<file path="src/rtl/decode_in_buffer_pkg.sv">
// Shared types and constants for the decode input buffer: LC3 opcode
// values, the opclass encoding seen by decode, and the classifier.
package decode_in_buffer_pkg;

  typedef enum logic [1:0] {
    OPC_ALU   = 2'd0,
    OPC_MEM   = 2'd1,
    OPC_CTRL  = 2'd2,
    OPC_OTHER = 2'd3
  } opclass_e;

  localparam logic [3:0] OP_BR   = 4'b0000;
  localparam logic [3:0] OP_ADD  = 4'b0001;
  localparam logic [3:0] OP_LD   = 4'b0010;
  localparam logic [3:0] OP_ST   = 4'b0011;
  localparam logic [3:0] OP_JSR  = 4'b0100;
  localparam logic [3:0] OP_AND  = 4'b0101;
  localparam logic [3:0] OP_LDR  = 4'b0110;
  localparam logic [3:0] OP_STR  = 4'b0111;
  localparam logic [3:0] OP_RTI  = 4'b1000;
  localparam logic [3:0] OP_NOT  = 4'b1001;
  localparam logic [3:0] OP_LDI  = 4'b1010;
  localparam logic [3:0] OP_STI  = 4'b1011;
  localparam logic [3:0] OP_JMP  = 4'b1100;
  localparam logic [3:0] OP_RES  = 4'b1101;
  localparam logic [3:0] OP_LEA  = 4'b1110;
  localparam logic [3:0] OP_TRAP = 4'b1111;

  // JSR, RTI, TRAP and the reserved opcode deliberately fall into OTHER.
  function automatic opclass_e classify_opcode(input logic [3:0] op);
    opclass_e cls;
    case (op)
      OP_ADD, OP_AND, OP_NOT:                 cls = OPC_ALU;
      OP_LD, OP_LDR, OP_LDI, OP_LEA,
      OP_ST, OP_STR, OP_STI:                  cls = OPC_MEM;
      OP_BR, OP_JMP:                          cls = OPC_CTRL;
      default:                                cls = OPC_OTHER;
    endcase
    return cls;
  endfunction

endpackage

</file>
<file path="src/rtl/decode_in_buffer_if.sv">
// Fetch-to-decode buffer bus. The master side is the fetch/decode
// environment; the slave side is the buffer itself.
interface decode_in_buffer_if #(
  parameter int DATA_W = 16,
  parameter int DEPTH  = 4,
  parameter int PSR_W  = 3
) ();

  localparam int CNT_W = $clog2(DEPTH + 1);

  logic              enable_decode;
  logic [DATA_W-1:0] instr_dout;
  logic [DATA_W-1:0] npc_in;
  logic [PSR_W-1:0]  psr;
  logic              flush;
  logic              in_ready;
  logic              out_valid;
  logic              out_ready;
  logic [DATA_W-1:0] out_instr;
  logic [DATA_W-1:0] out_npc;
  logic [PSR_W-1:0]  out_psr;
  logic [1:0]        out_opclass;
  logic [CNT_W-1:0]  count;
  logic              overflow_err;

  modport master (
    output enable_decode, instr_dout, npc_in, psr, flush, out_ready,
    input  in_ready, out_valid, out_instr, out_npc, out_psr,
           out_opclass, count, overflow_err
  );

  modport slave (
    input  enable_decode, instr_dout, npc_in, psr, flush, out_ready,
    output in_ready, out_valid, out_instr, out_npc, out_psr,
           out_opclass, count, overflow_err
  );

endinterface

</file>
<file path="src/rtl/decode_in_opclass.sv">
// Pre-decode of the head instruction's opcode into a coarse class.
// Output is forced to zero when there is no valid head.
module decode_in_opclass
  import decode_in_buffer_pkg::*;
(
  input  logic [3:0] opcode,
  input  logic       valid,
  output logic [1:0] opclass
);

  // Classify, zeroing the result when the head is empty.
  always_comb begin
    opclass = 2'd0;
    if (valid) begin
      opclass = classify_opcode(opcode);
    end
  end

endmodule

</file>
<file path="src/rtl/decode_in_buffer.sv">
// Small FIFO between fetch and decode. Holds {instr, npc, psr} triples,
// presents the head with a pre-decoded opclass, and flags pushes that
// arrive while full. No pass-through: a full queue refuses a push even
// when the head is popped in the same cycle.
module decode_in_buffer
  import decode_in_buffer_pkg::*;
#(
  parameter int DATA_W = 16,
  parameter int DEPTH  = 4,
  parameter int PSR_W  = 3
) (
  input  logic clock,
  input  logic reset,
  decode_in_buffer_if.slave bus
);

  localparam int PTR_W = (DEPTH > 1) ? $clog2(DEPTH) : 1;
  localparam int CNT_W = $clog2(DEPTH + 1);

  generate
    if (DEPTH < 2 || (DEPTH & (DEPTH - 1)) != 0) begin : g_bad_depth
      $error("decode_in_buffer: DEPTH must be a power of two >= 2");
    end
    if (DATA_W < 16) begin : g_bad_width
      $error("decode_in_buffer: DATA_W must be at least 16");
    end
  endgenerate

  logic [DATA_W-1:0] mem_instr [DEPTH];
  logic [DATA_W-1:0] mem_npc   [DEPTH];
  logic [PSR_W-1:0]  mem_psr   [DEPTH];

  logic [PTR_W-1:0]  wr_ptr;
  logic [PTR_W-1:0]  rd_ptr;
  logic [CNT_W-1:0]  count_q;
  logic              overflow_q;

  logic              full;
  logic              empty;
  logic              push;
  logic              pop;
  logic [DATA_W-1:0] head_instr;
  logic [1:0]        head_opclass;

  assign full  = (count_q == CNT_W'(DEPTH));
  assign empty = (count_q == '0);
  assign push  = bus.enable_decode && !full;
  assign pop   = !empty && bus.out_ready;

  // Storage write; contents are don't-care until a pointer covers them.
  always_ff @(posedge clock) begin
    if (push && !reset && !bus.flush) begin
      mem_instr[wr_ptr] <= bus.instr_dout;
      mem_npc[wr_ptr]   <= bus.npc_in;
      mem_psr[wr_ptr]   <= bus.psr;
    end
  end

  // Pointer, occupancy and sticky overflow tracking; flush beats push/pop.
  always_ff @(posedge clock) begin
    if (reset) begin
      wr_ptr     <= '0;
      rd_ptr     <= '0;
      count_q    <= '0;
      overflow_q <= 1'b0;
    end else begin
      if (bus.enable_decode && full) begin
        overflow_q <= 1'b1;
      end
      if (bus.flush) begin
        wr_ptr  <= '0;
        rd_ptr  <= '0;
        count_q <= '0;
      end else begin
        if (push) begin
          wr_ptr <= wr_ptr + PTR_W'(1);
        end
        if (pop) begin
          rd_ptr <= rd_ptr + PTR_W'(1);
        end
        case ({push, pop})
          2'b10:   count_q <= count_q + CNT_W'(1);
          2'b01:   count_q <= count_q - CNT_W'(1);
          default: count_q <= count_q;
        endcase
      end
    end
  end

  assign head_instr = mem_instr[rd_ptr];

  decode_in_opclass u_opclass (
    .opcode  (head_instr[DATA_W-1 -: 4]),
    .valid   (!empty),
    .opclass (head_opclass)
  );

  // Head presentation; data is zeroed whenever the queue is empty.
  always_comb begin
    bus.out_instr = '0;
    bus.out_npc   = '0;
    bus.out_psr   = '0;
    if (!empty) begin
      bus.out_instr = head_instr;
      bus.out_npc   = mem_npc[rd_ptr];
      bus.out_psr   = mem_psr[rd_ptr];
    end
  end

  assign bus.out_opclass  = head_opclass;
  assign bus.out_valid    = !empty;
  assign bus.in_ready     = !full;
  assign bus.count        = count_q;
  assign bus.overflow_err = overflow_q;

endmodule

</file>
<file path="src/flat_wrapper.sv">
// flat-port wrapper written by rule: the top's interface ports become plain ports
module decode_in_buffer_flat import decode_in_buffer_pkg::*;
#(
  parameter int DATA_W = 16,
  parameter int DEPTH  = 4,
  parameter int PSR_W  = 3
)
  (clock, reset, bus_enable_decode, bus_instr_dout, bus_npc_in, bus_psr, bus_flush, bus_out_ready, bus_in_ready, bus_out_valid, bus_out_instr, bus_out_npc, bus_out_psr, bus_out_opclass, bus_count, bus_overflow_err);
  decode_in_buffer_if #(.DATA_W(DATA_W), .DEPTH(DEPTH), .PSR_W(PSR_W)) bus_i ();
  input  logic clock;
  input  logic reset;
  input wire logic [$bits(bus_i.enable_decode)-1:0] bus_enable_decode;
  input wire logic [$bits(bus_i.instr_dout)-1:0] bus_instr_dout;
  input wire logic [$bits(bus_i.npc_in)-1:0] bus_npc_in;
  input wire logic [$bits(bus_i.psr)-1:0] bus_psr;
  input wire logic [$bits(bus_i.flush)-1:0] bus_flush;
  input wire logic [$bits(bus_i.out_ready)-1:0] bus_out_ready;
  output wire logic [$bits(bus_i.in_ready)-1:0] bus_in_ready;
  output wire logic [$bits(bus_i.out_valid)-1:0] bus_out_valid;
  output wire logic [$bits(bus_i.out_instr)-1:0] bus_out_instr;
  output wire logic [$bits(bus_i.out_npc)-1:0] bus_out_npc;
  output wire logic [$bits(bus_i.out_psr)-1:0] bus_out_psr;
  output wire logic [$bits(bus_i.out_opclass)-1:0] bus_out_opclass;
  output wire logic [$bits(bus_i.count)-1:0] bus_count;
  output wire logic [$bits(bus_i.overflow_err)-1:0] bus_overflow_err;
  assign bus_i.enable_decode = bus_enable_decode;
  assign bus_i.instr_dout = bus_instr_dout;
  assign bus_i.npc_in = bus_npc_in;
  assign bus_i.psr = bus_psr;
  assign bus_i.flush = bus_flush;
  assign bus_i.out_ready = bus_out_ready;
  assign bus_in_ready = bus_i.in_ready;
  assign bus_out_valid = bus_i.out_valid;
  assign bus_out_instr = bus_i.out_instr;
  assign bus_out_npc = bus_i.out_npc;
  assign bus_out_psr = bus_i.out_psr;
  assign bus_out_opclass = bus_i.out_opclass;
  assign bus_count = bus_i.count;
  assign bus_overflow_err = bus_i.overflow_err;
  decode_in_buffer #(.DATA_W(DATA_W), .DEPTH(DEPTH), .PSR_W(PSR_W)) u_core (.clock(clock), .reset(reset), .bus(bus_i));
endmodule
</file>
<file path="config.mk">
export PLATFORM = sky130hd
export DESIGN_NAME = decode_in_buffer_flat
export DESIGN_NICKNAME = d
export VERILOG_FILES = /design/src/rtl/decode_in_buffer_pkg.sv /design/src/rtl/decode_in_buffer_if.sv /design/src/rtl/decode_in_opclass.sv /design/src/rtl/decode_in_buffer.sv /design/src/flat_wrapper.sv
export SDC_FILE = /design/constraint.sdc
export NUM_CORES = 1
export LEC_CHECK = 0
export ABC_AREA = 1
export CAP_MARGIN = 5
export CORE_MARGIN = 2
export CORE_UTILIZATION = 39
export DETAILED_ROUTE_END_ITERATION = 6
export GPL_TIMING_DRIVEN = 0
export PLACE_DENSITY_LB_ADDON = 0.2
export SLEW_MARGIN = 5
export SYNTH_ARGS = -nofsm -noshare
export SYNTH_HDL_FRONTEND = slang
export SYNTH_SLANG_ARGS = --single-unit
</file>
<file path="constraint.sdc">
create_clock -name clock -period 3.8 [get_ports clock]
set_input_delay 0.76 -clock clock [delete_from_list [all_inputs] [get_ports clock]]
set_output_delay 0.76 -clock clock [all_outputs]
set_load 0.05 [all_outputs]
</file>
==> impl_metrics.toml, run 1 <==
[synth]
synth-edff-count = 140
synth_warnings = 0
synth_area_um2 = 6030
synth_seq_area_share_pct = 73.1
postSynthCellCount = 504
async_flop_share_pct = 0
synth_flop_cell = "edfxtp_1"
synth_nets = 550
ys_ff_latch = 150
synth.avg_cell_area_um2 = 12.0
synth_cell_types = 20

[detailed_routing]
drc_errors = 0
first_pass_iters = 5
antenna_left = 0
routed_wl_um = 13600
wl_met1_um = 5740
drt_iter0_markers = 372
viasPerCell = 4.93
wl_met3_um = 689
wl_met2_um = 7090
avgRoutedWirePerCell_um = 16.8
vias = 3995
routed.top_layer = "met4"

[layout]
multiInputGateArea_um2 = 1400
num_antenna_cells = 0
layout-drive-gt1-share_pct = 9.65
syn_to_final_growth_pct = 29.7
regArea_um2 = 4400
fin_nets = 655
stdcell_count = 810
n_fill_cell = 1284

[die]
die-height_um = 128
die_w_um = 128
ios = 83
dieArea_um2 = 16500
start_util_pct = 39.8
core_um2 = 15100
rows = 45

[place]
place_hpwl_um = 8510
gp_congestion = 0.781
numPortBuffers = 82
dp_cells = 778

[clock_network]
clock-sinks = 150
cts_root_buf = "clkbuf_16"
cts_buffers = 17
cts_tree = "yes"
ctsResizeCount = 0
htreeDepth = 4
postCtsSetupBuffers = 0
ctsHoldBuffers = 0
clk_latency_ps = 420
cts_buffer_depth = 2
clk_pin_slew_worst_paths_ps = 60

[timing]
fin_skew_ps = 14.5
worstMarginPinSlew_ps = 691
setup_viol = 0
finalCritPeriodShare_pct = 90.4
grt_setup_unrepaired = "no"
hold_violations = 0
report.final.slew_viol_count = 0
hold_slack_ps = 451
slew_headroom_pct = 53.8
fmax_ghz = 0.291
finalCriticalPeriod_ps = 3440

[power_and_ir_drop]
p_switching_mw = 0.920
pwr-share-seq_pct = 46.8
vdd_drop_max_uv = 242
cellInternalPower_mw = 3.00
leakagePower_nw = 2.75
p_sw_share_pct = 23.5
power_density_nw_per_um2 = 501
clock_power_share_pct = 43.0
combinationalPowerShare_pct = 10.2

[worst_setup_path]
cp_max_fo = 10
cp-end-kind = "output port"
start_kind = "register"
required_ps = 3040
crit_arrival_ps = 2680
path_class = "register to output port"

[global_routing]
grt-ovfl-total = 0
grt_max_degree = 22
grt_pass1_vias = 4091
grt_pass1_wl_um = 21400
antenna_found_initial = 0
gr-usage-all-layers_pct = 17.5

[run_status]
status = "complete, no violations"

[run]
maxCapViolCount = 0

[hold_path]
hold_class = "register to register"
-- cell usage in the layout (no fill, tap or decap), types with 10 or more instances in the layout --
master / count
nand3_1: 13
inv_1: 23
buf_2: 10
dfxtp_1: 10
clkbuf_16: 17
edfxtp_1: 140
clkdlybuf4s50_1: 82
o21ai_1: 26
o21ai_0: 45
a21oi_1: 40
nor2_1: 130
nand2_1: 35
-- critical path, cell delays in order (launching register included) --
cell             delay [ps]
dfxtp_1                 310
buf_6                   140
inv_6                    90
clkbuf_1                450
o21ai_0                 180
a21oi_1                 230
clkdlybuf4s50_1         850
-- flip-flops by register name, summed over array words and instances (netlist names), named ones only --
| name | count |
|---|---|
| u_core.mem_npc | 64 |
| u_core.mem_psr | 12 |
| u_core.bus.count | 3 |
| u_core.mem_instr | 64 |
| u_core.bus.overflow_err | 1 |
| u_core.wr_ptr | 2 |
| u_core.rd_ptr | 2 |
-- metrics by stage --
stage / setup TNS [ps] / setup WS (ps) / power [mW] / util, % / cell area [um2]
2_1_floorplan: 0 / 303 / 2.10 / - / 6030
3_3_place_gp: -163160 / -1210 / 2.26 / 46.8 / 7080
3_5_place_dp: 0 / 562 / 2.27 / 47.6 / 7220
4_1_cts: 0 / 324 / 3.95 / 51.6 / 7820
5_1_grt: 0 / 218 / 4.04 / 51.6 / 7820
6_report: 0 / 365 / 3.92 / 51.6 / 7820
-- synthesized netlist by cell type (6+ instances only) --
library cell | number | area (um2)
edfxtp_1 | 140 | 4200
nor2_1 | 134 | 503
o21ai_0 | 45 | 225
a21oi_1 | 40 | 200
nand2_1 | 35 | 131
o21ai_1 | 26 | 130
inv_1 | 23 | 86.3
nand3_1 | 13 | 65.1
buf_2 | 10 | 50.1
dfxtp_1 | 10 | 200
buf_6 | 6 | 67.6
clkbuf_1 | 6 | 22.5
-- power groups by stage --
| stage | logic, mW | registers (mW) | clock network, mW |
|---|---|---|---|
| final | 0.400 | 1.83 | 1.68 |
| after global routing | 0.427 | 1.83 | 1.78 |
| after CTS | 0.404 | 1.83 | 1.72 |
| after detailed placement | 0.402 | 1.87 | 0 |
| after global placement | 0.390 | 1.87 | 0 |
| after floorplan | 0.221 | 1.87 | 0 |
-- final timing paths --
| check | slack, ps | endpoint | cells past startpoint | start |
|---|---|---|---|---|
| worst max register to register | 1660 | u_core.mem_npc[3][2]$_DFFE_PP_ | 5 | u_core.bus.count[0]$_SDFFE_PP0P_ |
| worst max-delay path | 360 | bus_out_npc[15] | 6 | register |
| worst min register to register | 450 | u_core.bus.overflow_err$_SDFFE_PP0P_ | 2 | u_core.bus.overflow_err$_SDFFE_PP0P_ |
| worst min-delay path | 450 | u_core.bus.overflow_err$_SDFFE_PP0P_ | 2 | u_core.bus.overflow_err$_SDFFE_PP0P_ |
-- area by class of cell --
cell class | count | share of cell area, %
Clock buffer | 17 | 5.44
Sequential cell | 150 | 56.3
Multi-Input combinational cell | 304 | 17.9
Inverter | 25 | 1.26
Clock inverter | 15 | 2.26
Buffer | 25 | 1.94
Timing Repair Buffer | 86 | 11.8
Tap cell | 188 | 3.01
-- cell families (layout without fill, tap and decap cells) --
| family | count (synthesis) | after routing | synth area share [%] |
|---|---|---|---|
| AND/OR/NAND/NOR | 187 | 187 | 12.2 |
| flip-flops | 150 | 150 | 73.1 |
| buffers and inverters | 50 | 168 | 4.15 |
| adder cells (fa/ha/maj) | 6 | 6 | 1.37 |
| AO/OA/AOI/OAI | 111 | 111 | 9.22 |
-- routing by layer --
| layer | GRT usage, % | up-vias |
|---|---|---|
| met5 | 0 | - |
| met4 | 7.37 | 0 |
| met3 | 3.51 | 8 |
| met2 | 30.4 | 103 |
| met1 | 21.3 | 1920 |
| li1 | - | 1964 |
No activity file was read; power rests on OpenSTA's default activity.
==> run 2: changes to the inputs <==
clock period = 3.6 ns   (was 3.8 ns; I/O delays follow)
==> results of run 2 <==
The final DEF is identical to that of run 1. Status: complete, no violations.
Main changes from that run: setup slack after placement 562 ps -> 402 ps; setup slack after layout 365 ps -> 205 ps; register-to-register setup slack 1660 ps -> 1460 ps; total power 3.92 mW -> 4.13 mW; worst IR drop on VDD 242 uV -> 256 uV
